$ cat src/rtl/lutk_frac_dffesr.sv
// K-input fracturable LUT with carry logic and two enable/sync-set-reset flops.
// Define LUTK_FRACTURE_EN to build the fractured (two K-1 input halves) mode.
module lutk_frac_dffesr #(
   parameter int K            = 4,
   parameter int NoConfigBits = 22
) (
   input  logic                    UserCLK,
   input  logic                    RESETn,
   input  logic [K-1:0]            I,
   input  logic                    Ci,
   input  logic                    SR,
   input  logic                    EN,
   input  logic [NoConfigBits-1:0] ConfigBits,
   output logic                    O0,
   output logic                    O1,
   output logic                    Co
);

   localparam int N = 2**K;

   logic [N-1:0] init;
   logic         ff0;
   logic         ff1;
   logic         io_mux;
   logic         set_noreset0;
   logic         set_noreset1;

   assign init         = ConfigBits[N-1:0];
   assign ff0          = ConfigBits[N];
   assign ff1          = ConfigBits[N+1];
   assign io_mux       = ConfigBits[N+2];
   assign set_noreset0 = ConfigBits[N+3];
   assign set_noreset1 = ConfigBits[N+4];

   logic         i0e;
   logic [K-1:0] lut_idx;
   logic         l0;
   logic         l1;
   logic         f0;
   logic         f1;

   // Carry-in can replace I[0] so an arithmetic chain feeds the LUT directly.
   assign i0e     = io_mux ? Ci : I[0];
   assign lut_idx = {I[K-1:1], i0e};

`ifdef LUTK_FRACTURE_EN
   logic fracture;
   assign fracture = ConfigBits[N+5];

   always_comb begin
      if (fracture) begin
         l0 = init[{1'b0, lut_idx[K-2:0]}];
         l1 = init[{1'b1, lut_idx[K-2:0]}];
      end else begin
         l0 = init[lut_idx];
         l1 = l0;
      end
   end
`else
   // Fracture bit stays in the frame layout but has no effect in this build.
   logic unused_fracture;
   assign unused_fracture = ConfigBits[N+5];

   assign l0 = init[lut_idx];
   assign l1 = l0;
`endif

   // NOTE: non-blocking assignments keep f0/f1 updates simultaneous at the edge;
   // blocking here would let simulation order leak into the captured values.
   always_ff @(posedge UserCLK or negedge RESETn) begin
      if (!RESETn) begin
         f0 <= 1'b0;
         f1 <= 1'b0;
      end else if (EN) begin
         if (SR) begin
            f0 <= set_noreset0;
            f1 <= set_noreset1;
         end else begin
            f0 <= l0;
            f1 <= l1;
         end
      end
   end

   assign O0 = ff0 ? f0 : l0;
   assign O1 = ff1 ? f1 : l1;
   assign Co = (Ci & I[1]) | (Ci & I[2]) | (I[1] & I[2]);

endmodule

$ cat config.mk
export PLATFORM = sky130hd
export DESIGN_NAME = lutk_frac_dffesr
export DESIGN_NICKNAME = d
export VERILOG_FILES = /design/src/rtl/lutk_frac_dffesr.sv
export SDC_FILE = /design/constraint.sdc
export NUM_CORES = 1
export LEC_CHECK = 0
export ABC_AREA = 0
export CORE_AREA = 2 2 39 41
export CTS_CLUSTER_DIAMETER = 120
export CTS_CLUSTER_SIZE = 14
export DETAILED_ROUTE_END_ITERATION = 8
export DIE_AREA = 0 0 41 43
export GPL_ROUTABILITY_DRIVEN = 0
export PLACE_DENSITY_LB_ADDON = 0.05
export SETUP_SLACK_MARGIN = 0.05
export SLEW_MARGIN = 20
export SYNTH_ARGS = -nofsm -noshare
export SYNTH_HDL_FRONTEND = slang
export SYNTH_SLANG_ARGS = --single-unit
$ cat constraint.sdc
create_clock -name UserCLK -period 2.4 [get_ports UserCLK]
set_input_delay 0.48 -clock UserCLK [delete_from_list [all_inputs] [get_ports UserCLK]]
set_output_delay 0.48 -clock UserCLK [all_outputs]
set_load 0.02 [all_outputs]
# Yosys cells after proc, flatten, opt, wreduce, memory -nomap -nowiden
# Cells that the tools add are included.
# totals
out_inout_bits	3
word_cells	15
in_bits	31
reg_bits	2
# classes
bitwise_logic	5
order_cmp	1
muxes	7
# ops
op	n
1-bit 2-to-1 mux	6
4-bit by 5-bit less-than comparator with 1-bit output (second input constant)	1
1-bit binary-select mux with 4-bit select	1
1-bit bitwise AND	3
1-bit OR	2

# Depth between registers and ports, before layout
# logic_depth
depth_word	4
depth_mapped	6
ltp_nobuf	5

# Least setup slack after synthesis
# Ideal clock, no wire load.
# synth_path
path_type	input-to-output
startpoint	in ConfigBits[18]
endpoint	out O0
n_path_buf	0
path_stages	5
path_slack_ns	0.165
t_arrival_ns	1.755
required_ns	1.920
cell_sequence	mux2i_2 mux4_2 a22oi_2 o211ai_1 mux2_2
# synth_between
elab_chain_cells	4
# synth_lines
element	line	source
start: declaration	13	input logic [NoConfigBits-1:0] ConfigBits,
1-bit 2-to-1 mux	43	assign i0e = io_mux ? Ci : I[0];
1-bit binary-select mux with 4-bit select	64	assign l0 = init[lut_idx];
1-bit 2-to-1 mux (not written as such)	64	
1-bit 2-to-1 mux	85	assign O0 = ff0 ? f0 : l0;
end: declaration	14	output logic O0,
# Every way passes these cells. The select of a mux whose other input is x is not followed.

# Worst setup path in the final report
# layout_path
startpoint	in ConfigBits[18]
endpoint	out O1
# layout_between
elab_chain_cells	4
# layout_lines
element	line	source
1-bit 2-to-1 mux	43	
1-bit binary-select mux with 4-bit select	64	
1-bit 2-to-1 mux (not written as such)	64	
1-bit 2-to-1 mux	86	assign O1 = ff1 ? f1 : l1;
end: declaration	15	output logic O1,
# Every way passes these cells. The select of a mux whose other input is x is not followed.

==> metrics <==
status completed; routed via count around 430; Worst Tran Pin Value ~0.2 ns; Post-DP Area slightly above 700 um^2; Peak supply drop 219 uV; Worst Setup End Kind primary output; part of the cycle the worst path needs 97.3%; # diodes 0; Worst path slowest cell mux4_2; max-cap violations 0; Post-Syn Instances 35; register area share after synthesis roughly 16%; Post-Syn Area around 310 um^2; final count of negative-setup-slack endpoints 0; die area 1760 um^2; fin nets around 110; root buffer cell clkbuf_4; Fin. Hold Viols 0; largest net degree at the start of global routing 6; antenna violations before repair 0; Avg WL per Cell 11.5 um; DR vias/cell ~4.6; cts bufs inserted 3; vias in the first global route approximately 460; Worst Skew 0 ns; post-synthesis area per instance just under 9 um^2; Cell Chain, Critical Path buf_8 > mux2i_4 > mux4_2 > a22oi_2 > o211ai_1 > mux2_4 > buf_6; P_leak 0.361 nW; Initial Util between 20% and 30%; CTS Buffer Depth 2; core area around 1400 um^2; register bit count reported by yosys 2; die height 43 um; share of post-route cells with drive strength above 1 37.2%; pre-CTS setup slack -0.780 ns; hold slack 0.413 ns; Sink Count 2; Pwr Density about 340 nW/um^2; Power Total 0.000258 W; type of the worst min-delay path input pin to async pin; RSZ-0062 raised after global routing yes; first-pass GRT wire length 1760 um; post-synth net total 66; Crit Path Max Fanout 2; Clock transition at path regs 0.03 ns; Cell variety after synth 18; final-report max-slew violation count 0; FMAX 428 MHz; antenna-violating nets left 0; gr ovfl total 0; fin area 762 um^2; HPWL after DPL ~880 um; Filler cells ~150; CTS tree done; Critical Path RT between 1.5 and 2 ns; Rel. slew slack 86.3%; Clk Latency, worst-skew pair 0.23 ns; Layout area overhead 146%; crit start category input pin; first drt pass iteration count 1; number of I/O port buffers 32; warnings from Yosys 0; largest stage delay on the critical path ~0.33 ns; WL final around 1100 um; CP arrival 1.85 ns; CTS Hold Bufs 0; Final WS setup 0.0656 ns; row count 14; initial DRC count 0; I/O pins 34; Die W 41 um; # DRC 0; total track usage 15.3%; critical path class input pin to primary output; H-tree depth 1; Worst R2R Setup Slack 1.60 ns; Final min period 2.33 ns
==> cell usage after synthesis (all sizes together) <==
cell type  n  share of area (%)
o2111ai    1                2.8
a21oi      1                1.6
o211ai     1                2.4
o21ai      4                6.5
buf        1                3.6
mux2       4                 15
o211a      1                3.2
nor2       3                3.6
nand2b     1                2.0
dfrtp      2                 16
inv        1                1.2
maj3       1                3.2
mux2i      6                 21
mux4       1                7.3
a22oi      1                4.0
nand2      6                7.3
==> sequential cells by signal, indices dropped and copies added, names as in the netlist <==
register  cells
f1            1
f0            1
==> worst paths after layout <==
check | depth (start not counted) | end | start
hold reg to reg | 2 | f1 | f1
min in group UserCLK | 2 | f1 | f1
setup reg to reg | 2 | f0 | f0
hold / removal | 1 | f0 | RESETn
setup / recovery | 7 | O1 | ConfigBits[18]
max in group asynchronous | 1 | f1 | RESETn
==> final cells by class <==
class | count | area, um^2 | share of cell area [%]
flip-flops and latches | 2 | 50.0 | 6.57
repair buffers | 41 | 390 | 51.2
clock buffers | 3 | 22.5 | 2.96
multi-input cells | 31 | 275 | 36.1
well taps | 16 | 20.0 | 2.63
inverters | 1 | 3.75 | 0.493
==> cell families after synthesis <==
group | after synthesis | share of synthesized area, %
compound gates | 9 | 20.6
fa+ha+maj | 1 | 3.23
buf+inv | 2 | 4.84
flops | 2 | 16.1
mux | 11 | 42.3
simple gates | 10 | 12.9
==> routing by layer <==
metal  part of all wire, %  global-route usage [%]
met1                    38                    15.6
met2                    55                    25.0
met3                   5.5                    3.14
met4                  0.93                    12.0
met5                     0                       0
==> per-stage QoR <==
stage / util (%) / cells / setup TNS [ns]
3_5_place_dp: 50.9 / 89 / -1.76
3_3_place_gp: 50.9 / 89 / -1.79
6_report: 55.1 / 94 / 0
2_1_floorplan: - / 35 / 0
5_1_grt: 55.1 / 94 / -0.00713
4_1_cts: 54.4 / 94 / 0
==> power breakdown <==
part | leakage, nW | internal (W) | switching, W
clock network | 0.0138 | 0.0000553 | 0.0000208
registers | 0.0230 | 0.0000381 | 0.00000230
logic | 0.324 | 0.0000915 | 0.0000496
==> layout by cell type, fill, tap and decap left out, types with 2 or more instances in the layout <==
| cell | instances |
|---|---|
| mux2_4 | 3 |
| dlygate4sd2_1 | 3 |
| dfrtp_1 | 2 |
| nand2_1 | 6 |
| buf_4 | 8 |
| clkdlybuf4s50_1 | 17 |
| o21ai_1 | 2 |
| mux2i_1 | 5 |
| buf_6 | 3 |
| dlymetal6s2s_1 | 2 |
| clkdlybuf4s15_1 | 2 |
| buf_2 | 4 |
| clkbuf_4 | 3 |
| nor2_1 | 3 |
| o21ai_0 | 2 |
==> timing repair <==
action / in CTS / in global routing
pin swaps: 4 / 1
endpoints found under the setup margin: 3 / 2
cloned: 0 / 0
gates resized for setup: 50 / 3
buffers inserted: 2 / 0
==> critical path, delay by kind of cell <==
kind                   cells  cell delay (ns)
buffers and inverters      2             0.20
AOI/OAI and AO/OA          2             0.32
muxes                      3             0.85
No activity file was read; power rests on OpenSTA's default activity.
